--- config.mk ---
export PLATFORM = sky130hd
export DESIGN_NAME = decoder_scan
export DESIGN_NICKNAME = d
export VERILOG_FILES = /design/src/rtl/decoder_scan.sv
export SDC_FILE = /design/constraint.sdc
export NUM_CORES = 1
export LEC_CHECK = 0
export CORE_MARGIN = 2
export CORE_UTILIZATION = 31
export CTS_CLUSTER_DIAMETER = 120
export CTS_CLUSTER_SIZE = 14
export DETAILED_ROUTE_END_ITERATION = 6
export PLACE_DENSITY = 0.63
export SLEW_MARGIN = 25
export SYNTH_ARGS = -nofsm -noshare
export SYNTH_HDL_FRONTEND = slang
export SYNTH_SLANG_ARGS = --single-unit
--- constraint.sdc ---
create_clock -name clk -period 5 [get_ports clk]
set_input_delay 0.5 -clock clk [delete_from_list [all_inputs] [get_ports clk]]
set_output_delay 0.5 -clock clk [all_outputs]
set_load 0.05 [all_outputs]
--- src/rtl/decoder_scan.sv ---
// Registered SEL_W-to-2^SEL_W decoder with one-hot/thermometer output and an
// auto-scan sequencer that sweeps the index with a programmable dwell.
module decoder_scan #(
  parameter int SEL_W   = 4,
  parameter int DWELL_W = 8
) (
  input  logic                  clk,
  input  logic                  rst,
  input  logic                  en,
  input  logic                  clr,
  input  logic                  load,
  input  logic [SEL_W-1:0]      sel,
  input  logic                  scan,
  input  logic                  therm,
  input  logic [DWELL_W-1:0]    dwell,
  output logic [(2**SEL_W)-1:0] y,
  output logic [SEL_W-1:0]      idx,
  output logic                  active,
  output logic                  wrap
);

  localparam int OUT_W = 2**SEL_W;

  logic [DWELL_W-1:0] cnt;
  logic [DWELL_W-1:0] cnt_n;
  logic [SEL_W-1:0]   idx_n;
  logic [OUT_W-1:0]   y_n;
  logic               active_n;
  logic               wrap_n;

  function automatic logic [OUT_W-1:0] encode(input logic [SEL_W-1:0] i,
                                              input logic th);
    logic [OUT_W-1:0] r;
    r = '0;
    for (int unsigned k = 0; k < OUT_W; k++)
      r[k] = th ? (SEL_W'(k) <= i) : (SEL_W'(k) == i);
    return r;
  endfunction

  always_comb begin
    idx_n    = idx;
    cnt_n    = cnt;
    active_n = active;
    y_n      = y;
    wrap_n   = 1'b0;
    if (clr) begin
      cnt_n    = '0;
      active_n = 1'b0;
      y_n      = '0;
    end else if (en) begin
      if (load) begin
        idx_n    = sel;
        cnt_n    = '0;
        active_n = 1'b1;
        y_n      = encode(sel, therm);
      end else if (active) begin
        if (scan) begin
          // >= rather than == so a dwell lowered mid-count still steps at once
          if (cnt >= dwell) begin
            cnt_n  = '0;
            idx_n  = idx + SEL_W'(1);
            wrap_n = (idx == '1);
          end else begin
            cnt_n = cnt + DWELL_W'(1);
          end
        end else begin
          cnt_n = '0;
        end
        y_n = encode(idx_n, therm);
      end else begin
        cnt_n = '0;
        y_n   = '0;
      end
    end
  end

  always_ff @(posedge clk) begin
    if (rst) begin
      idx    <= '0;
      cnt    <= '0;
      active <= 1'b0;
      y      <= '0;
      wrap   <= 1'b0;
    end else begin
      idx    <= idx_n;
      cnt    <= cnt_n;
      active <= active_n;
      y      <= y_n;
      wrap   <= wrap_n;
    end
  end

endmodule

==> impl_summary.log, run 1 <==
INFO  metric status = complete, no violations
INFO  metric first_global_vias = 2089
INFO  metric drtPass1Iterations = 4
INFO  metric timing_worst_setup_path_type = in2reg
INFO  metric leakage = approximately 1 nW
INFO  metric fillerInstances = 704
INFO  metric layout-drive-gt1-share = about a tenth
INFO  metric unrepaired_setup_endpoints_after_global_routing = false
INFO  metric route.final.wire_length = 6080 µm
INFO  metric drt-wirelength-per-cell = approximately 15 µm
INFO  metric layout.core_utilization = roughly two fifths
INFO  metric slew_headroom = ~43%
INFO  metric setup_viol = 0
INFO  metric grt_start_max_net_pins = 27
INFO  metric dpl_cell_area = between 2000 and 3000 µm²
INFO  metric min_path_type = reg2reg
INFO  metric chipWidth = between 80 and 90 µm
INFO  metric cts.path.max_buffers = 2
INFO  metric power_report.internal_total = slightly below 400 µW
INFO  metric routed_via_density = around 5.5
INFO  metric report.power.total = around 560 µW
INFO  metric setup.worst_path.end_class = flip-flop
INFO  metric io_buffers = 40
INFO  metric area.growth.synth_to_final = 23.9%
INFO  metric core_region_area = between 6000 and 7000 µm²
INFO  metric max_cap_viol_count = 0
INFO  metric cts.clk_slew.worst_paths = roughly 0.070 ns
INFO  metric ys_warn_count = 0
INFO  metric fp-row-count = 30
INFO  metric grt_antenna_before_repair = 0
INFO  metric power.switching_fraction = a little under 30%
INFO  metric switchingPower = 168 µW
INFO  metric totalNegativeSetupSlack = 0 ns
INFO  metric h-tree-depth = 2
INFO  metric cp.required = approximately 5.2 ns
INFO  metric share_clk_of_total_power = a little under two fifths
INFO  metric finalClockSkew = around 0.0080 ns
INFO  metric final_cell_area = about 2700 µm²
INFO  metric crit_path_max_fo = 11
INFO  metric gp_congestion = 0.924
INFO  metric antenna_violating_nets_post_route = 0
INFO  metric io_pins = between 40 and 50
INFO  metric dpl_cells = just under 400
INFO  metric netlist.top_cell.by_area = sky130_fd_sc_hd__dfxtp_1
INFO  metric timing.critical_path.from_type = primary input
INFO  metric arrival = 3.30 ns
INFO  metric yosys.area.top_type_share = 27.5%
INFO  metric ys_dominant_reg_cell = sky130_fd_sc_hd__dfxtp_1
INFO  metric power_per_cell_area = about 210 nW/µm²
INFO  metric synth_area_leaders = sky130_fd_sc_hd__dfxtp_1, sky130_fd_sc_hd__a21oi_1, sky130_fd_sc_hd__ha_1, sky130_fd_sc_hd__o21ai_0, sky130_fd_sc_hd__nor2_1
INFO  metric syn-num-nets = roughly 300
INFO  metric detailroute.via_count = 2225
INFO  metric global_route_wire_length_before_repair = 10200 µm
INFO  metric layout_commonest_cell = sky130_fd_sc_hd__clkdlybuf4s50_1
INFO  metric transition_time_at_the_pin_with_the_least_slew_margin = 0.850 ns
INFO  metric instances_no_fill = 403
INFO  metric post_cts_hold_buffer_count = 0
INFO  metric comb_power_share = a little under a fifth
INFO  metric cts_tree = done
INFO  metric antenna_cell_count = 0
INFO  metric post_dp_hpwl = 4300 µm
INFO  metric cts_sinks = 30
INFO  metric final_cell_mix = sky130_fd_sc_hd__clkdlybuf4s50_1, sky130_fd_sc_hd__dfxtp_1, sky130_fd_sc_hd__nor2_1
INFO  metric layout.nets = between 300 and 400
INFO  metric hold_viol = 0
INFO  metric grt-ovfl-total = 0
INFO  metric postCtsResizedCells = 0
INFO  metric yosys_register_bits = 30
INFO  metric first_iter_violations = around 170
INFO  metric regArea = 601 µm²
INFO  metric sequential_power_share = 43.9%
INFO  metric peak_supply_drop = between 100 and 150 µV
INFO  metric cts_buffers = 5
INFO  metric floorplan.initialDensity = 32.2%
INFO  metric ys_types = between 60 and 70
INFO  metric max_slew_vio_count = 0
INFO  metric synth_seq_area_share = roughly 27%
INFO  metric gr-usage-all-layers = approximately 17%
INFO  metric drc_errors = 0
INFO  metric final.period_utilization = between 60% and 70%
INFO  metric die-area = approximately 7700 µm²
INFO  metric syn_avg_cell_area = 7.83 µm²
INFO  metric clock.fmax = about 330 MHz
INFO  metric number_of_enable_flip_flop_cells_after_synthesis = 0
INFO  metric fp.dieH = around 88 µm
INFO  metric root_buffer = sky130_fd_sc_hd__clkbuf_8
INFO  metric synthesis.instances = between 200 and 300
INFO  metric synthesis.area = between 2000 and 2500 µm²
INFO  metric postCtsSetupBuffers = 0
INFO  metric postSynth.asyncResetShare = 0%
INFO  metric fin_crit = just over 3 ns
INFO  metric multiInputGateArea = about 1400 µm²
INFO  metric worstSkewPairLatency = roughly 0.3 ns
==> cell type report <==
class / count / area share (%)
Clock buffer: 7 / 3.19
Sequential cell: 30 / 22.2
Inverter: 14 / 1.94
Multi-Input combinational cell: 214 / 53.0
Clock inverter: 1 / 0.185
Tap cell: 96 / 4.43
Timing Repair Buffer: 41 / 15.1
==> Yosys cell counts, types with 2 or more instances <==
master                       n
sky130_fd_sc_hd__a211oi_1    2
sky130_fd_sc_hd__a21o_1      2
sky130_fd_sc_hd__a21oi_1    25
sky130_fd_sc_hd__a22oi_1     3
sky130_fd_sc_hd__a311oi_1    2
sky130_fd_sc_hd__a31oi_1     6
sky130_fd_sc_hd__a32o_1      2
sky130_fd_sc_hd__and3_1      8
sky130_fd_sc_hd__buf_1       2
sky130_fd_sc_hd__buf_2       2
sky130_fd_sc_hd__buf_6       2
sky130_fd_sc_hd__clkbuf_1   15
sky130_fd_sc_hd__dfxtp_1    30
sky130_fd_sc_hd__ha_1       10
sky130_fd_sc_hd__inv_1      14
sky130_fd_sc_hd__mux2_2      2
sky130_fd_sc_hd__mux2i_1     2
sky130_fd_sc_hd__nand2_1    18
sky130_fd_sc_hd__nand2b_1    9
sky130_fd_sc_hd__nand3_1     8
sky130_fd_sc_hd__nand4_1     4
sky130_fd_sc_hd__nor2_1     27
sky130_fd_sc_hd__nor3_1      6
sky130_fd_sc_hd__nor3b_1     5
sky130_fd_sc_hd__o211ai_1    2
sky130_fd_sc_hd__o21ai_0    24
sky130_fd_sc_hd__o221ai_1    2
sky130_fd_sc_hd__o22ai_1     3
sky130_fd_sc_hd__o2bb2ai_1   3
sky130_fd_sc_hd__o31ai_1     2
sky130_fd_sc_hd__or2_2       2
==> final timing paths <==
kind              startpoint     end  slack [ns]  cells past startpoint
setup / recovery    dwell[0]   y[10]        1.93                      9
hold / removal        cnt[3]  cnt[3]        0.50                      2
setup reg to reg      cnt[0]   y[10]        2.12                      9
hold reg to reg       cnt[3]  cnt[3]        0.50                      2
==> layer usage <==
layer  GRT usage, %  wire (µm)
met4           7.55        108
met3           3.49        480
met1           23.1       2860
met5              0          0
met2           25.1       2630
==> worst max-delay path, stage by stage <==
cell and delay [ns]:
sky130_fd_sc_hd__clkdlybuf4s50_1 0.41, sky130_fd_sc_hd__ha_1 0.29, sky130_fd_sc_hd__nand2b_4 0.13, sky130_fd_sc_hd__a2111o_1 0.48, sky130_fd_sc_hd__a41o_4 0.33, sky130_fd_sc_hd__xnor2_2 0.40
sky130_fd_sc_hd__a31oi_1 0.13, sky130_fd_sc_hd__or4b_1 0.49, sky130_fd_sc_hd__a31oi_1 0.13
==> cells by family (layout without fill, tap and decap cells) <==
logic type      Yosys count  in the layout  share of synthesized area, %
flops                    30             30                          27.5
xor+xnor                  1              1                         0.744
simple gates            101            101                          24.8
compound gates           95             95                          30.3
fa+ha+maj                10             10                          5.72
buf+inv                  35             63                          6.81
mux                       7              7                          4.18
==> sequential cells by signal (all words and copies together), names as in the netlist <==
| register | flops |
|---|---|
| idx | 4 |
| cnt | 8 |
| wrap | 1 |
| active | 1 |
| y | 16 |
==> power groups by stage <==
stage	sequential [mW]	combinational, mW	clock (mW)
6_report	0.247	0.107	0.209
3_3_place_gp	0.252	0.105	0
2_1_floorplan	0.265	0.0558	0
3_5_place_dp	0.252	0.106	0
5_1_grt	0.247	0.116	0.222
4_1_cts	0.247	0.106	0.210
==> metrics by stage <==
stage	hold WS [ns]	setup WS [ns]
finish	0.499	1.93
global route	0.542	1.75
CTS	0.504	1.94
detailed placement	0.495	1.64
global placement	0.479	1.69
floorplan	0.461	2.35
Note: power is estimated with default switching activity, not from simulation.
==> inputs of run 2 (changes only) <==
--- a/config.mk
+++ b/config.mk
@@ -10,7 +10,7 @@
 export CTS_CLUSTER_DIAMETER = 120
 export CTS_CLUSTER_SIZE = 14
 export DETAILED_ROUTE_END_ITERATION = 6
-export PLACE_DENSITY = 0.63
+export PLACE_DENSITY = 0.65
 export SLEW_MARGIN = 25
 export SYNTH_ARGS = -nofsm -noshare
 export SYNTH_HDL_FRONTEND = slang
==> constraint.sdc (replaced) <==
create_clock -name clk -period 2.7 [get_ports clk]
set_input_delay 0.27 -clock clk [delete_from_list [all_inputs] [get_ports clk]]
set_output_delay 0.27 -clock clk [all_outputs]
set_load 0.05 [all_outputs]
==> impl_summary.log, run 2 (synthesized netlist as in run 1, its figures left out) <==
INFO  metric status = complete, no violations
INFO  metric h-tree-depth = 2
INFO  metric io_pins = 41
INFO  metric max_cap_viol_count = 0
INFO  metric final_cell_mix = sky130_fd_sc_hd__clkdlybuf4s50_1, sky130_fd_sc_hd__dfxtp_1, sky130_fd_sc_hd__nor2_1, sky130_fd_sc_hd__buf_4, sky130_fd_sc_hd__a21oi_1
INFO  metric root_buffer = sky130_fd_sc_hd__clkbuf_8
INFO  metric critical_path.reg2reg.endpoint = y[5]
INFO  metric crit_path_max_fo = 6
INFO  metric gp_congestion = ~0.91
INFO  metric io_buffers = 40
INFO  metric arrival = ~2.7 ns
INFO  metric fin_crit = between 2 and 3 ns
INFO  metric finalClockSkew = 0.0136 ns
INFO  metric globalRouteMet1Util = about 24%
INFO  metric grt-ovfl-total = 0
INFO  metric cts.clk_slew.worst_paths = approximately 0.070 ns
INFO  metric worstSkewPairLatency = approximately 0.29 ns
INFO  metric cp.required = about 2.9 ns
INFO  metric cts_sinks = 30
INFO  metric gr-max-usage-layer = met2
INFO  metric post_cts_hold_buffer_count = 0
INFO  metric slew_headroom = between 60% and 70%
INFO  metric drtPass1Iterations = 4
INFO  metric largest_register_ffs = 16
INFO  metric layout_commonest_cell = sky130_fd_sc_hd__clkdlybuf4s50_1
INFO  metric hold-path-cell-count = 2
INFO  metric cts_buffers = 5
INFO  metric detailroute.via_count = ~2300
INFO  metric core_region_area = a little under 7000 µm²
INFO  metric area.growth.synth_to_final = 33.7%
INFO  metric cts.path.max_buffers = 2
INFO  metric die-area = 7740 µm²
INFO  metric hold_viol = 0
INFO  metric worst_r2r_path_depth = 9
INFO  metric grtUsageMet3 = under 10%
INFO  metric worst_slack = approximately 0.12 ns
INFO  metric grt_antenna_before_repair = 0
INFO  metric postCtsSetupBuffers = 0
INFO  metric chipWidth = roughly 88 µm
INFO  metric floorplan.initialDensity = between 30% and 40%
INFO  metric report.power.total = approximately 1.1 mW
INFO  metric layout.nets = roughly 360
INFO  metric fillerInstances = 706
INFO  metric global_route_wire_length_before_repair = between 10000 and 15000 µm
INFO  metric first_iter_violations = roughly 210
INFO  metric setup.worst_path.end_class = flip-flop
INFO  metric post_dp_hpwl = 4790 µm
INFO  metric timing.critical_path.from_type = primary input
INFO  metric grt_start_max_net_pins = 22
INFO  metric peak_supply_drop = between 150 and 200 µV
INFO  metric hold_path_sink = cnt[3]
INFO  metric route.final.wire_length = 6220 µm
INFO  metric drc_errors = 0
INFO  metric largest_registers = y x16, cnt x8, idx x4
INFO  metric top_register = y
INFO  metric clock.fmax = roughly 390 MHz
INFO  metric place_worst_setup_slack = -0.296 ns
INFO  metric fp.dieH = between 80 and 90 µm
INFO  metric cts_tree = done
INFO  metric met2_usage = a little over a quarter
INFO  metric setup_viol = 0
INFO  metric layout-drive-gt1-share = 17.1%
INFO  metric max_slew_vio_count = 0
INFO  metric routed_via_density = 5.33
INFO  metric power_per_cell_area = 362 nW/µm²
INFO  metric final.period_utilization = a little over nine tenths
INFO  metric antenna_violating_nets_post_route = 0
INFO  metric drt-wirelength-per-cell = ~14 µm
INFO  metric timing.reg2reg.setup_slack = 0.17 ns
INFO  metric min-delay-start = cnt[3]
INFO  metric gr-usage-all-layers = approximately 18%
INFO  metric antenna_cell_count = 0
INFO  metric transition_time_at_the_pin_with_the_least_slew_margin = 0.504 ns
INFO  metric first_global_vias = 2236
INFO  metric fp-row-count = 30
INFO  metric leakage = between 1 and 1.5 nW
INFO  metric min_path_type = reg2reg
INFO  metric timing_worst_setup_path_type = in2reg
INFO  metric timing.rr.start = cnt[0]
INFO  metric unrepaired_setup_endpoints_after_global_routing = false
-- run 2: changes by cell type in the layout (fill, tap and decap cells not counted) --
cell,previous run,this run
sky130_fd_sc_hd__buf_4,1,27
sky130_fd_sc_hd__xnor2_2,1,0
sky130_fd_sc_hd__a211oi_1,2,1
sky130_fd_sc_hd__nand2_2,0,1
sky130_fd_sc_hd__xnor2_4,0,1
sky130_fd_sc_hd__nand2_1,18,17
sky130_fd_sc_hd__a211oi_2,0,1
-- run 2: report_power, final --
group,total [mW],switching (mW),internal (mW),leakage [nW]
Combinational,0.218,0.124,0.0935,0.815
Sequential,0.458,0.00751,0.450,0.243
Clock,0.383,0.177,0.205,0.0482
-- run 2: worst max-delay path, cell delays in order --
cell and delay, ns:
sky130_fd_sc_hd__clkdlybuf4s50_1 0.45, sky130_fd_sc_hd__inv_1 0.04, sky130_fd_sc_hd__ha_1 0.32, sky130_fd_sc_hd__a21oi_1 0.26
sky130_fd_sc_hd__a31oi_2 0.16, sky130_fd_sc_hd__a41o_4 0.33, sky130_fd_sc_hd__and3_2 0.24, sky130_fd_sc_hd__or2_1 0.30
sky130_fd_sc_hd__a211oi_1 0.27, sky130_fd_sc_hd__a211oi_2 0.09
-- run 2: cell type report --
class	count	area [µm²]	share of cell area, %
Clock buffer	7	86.3	2.95
Clock inverter	1	5.00	0.171
Inverter	14	52.6	1.80
Multi-Input combinational cell	214	1460	49.8
Sequential cell	30	601	20.5
Tap cell	96	120	4.11
Timing Repair Buffer	67	603	20.6
-- run 2: timing repair --
action / in CTS / in global routing
gates resized for setup: 1 / 2
gates cloned: 0 / 0
pin swaps: 0 / 2
setup endpoints to repair: 1 / 2
-- run 2: metrics by stage --
stage	utilization (%)	TNS, ns	area, µm²	hold WS (ns)	cells
2_1_floorplan	-	0	2190	0.339	279
3_3_place_gp	41.4	-2.42	2810	0.491	421
3_5_place_dp	41.4	-2.72	2810	0.501	421
4_1_cts	42.8	0	2910	0.512	429
5_1_grt	43.0	0	2920	0.526	429
6_report	43.0	0	2920	0.508	429
-- run 2: how the worst max path moves through the flow --
stage	start	slack, ns	cells after the start	end
after floorplan	cnt[0]	0.16	9	y[10]
after global placement	dwell[0]	-0.28	9	y[5]
after detailed placement	dwell[0]	-0.30	9	y[5]
after CTS	dwell[0]	0.04	9	y[10]
after global routing	dwell[7]	0.009	10	y[10]
final	dwell[7]	0.12	10	y[5]
-- run 2: layer usage --
layer	part of all wire (%)	vias up
met3	6.8	9
li1	-	1138
met2	46	79
met1	46	1059
met4	1.5	0
met5	0	-
==> inputs of run 3 (changes only) <==
--- a/config.mk
+++ b/config.mk
@@ -7,7 +7,6 @@
 export LEC_CHECK = 0
 export CORE_MARGIN = 2
 export CORE_UTILIZATION = 31
-export CTS_CLUSTER_DIAMETER = 120
 export CTS_CLUSTER_SIZE = 14
 export DETAILED_ROUTE_END_ITERATION = 6
 export PLACE_DENSITY = 0.65
==> results of run 3 <==
Final layout, timing and power as in run 2 (identical DEF).
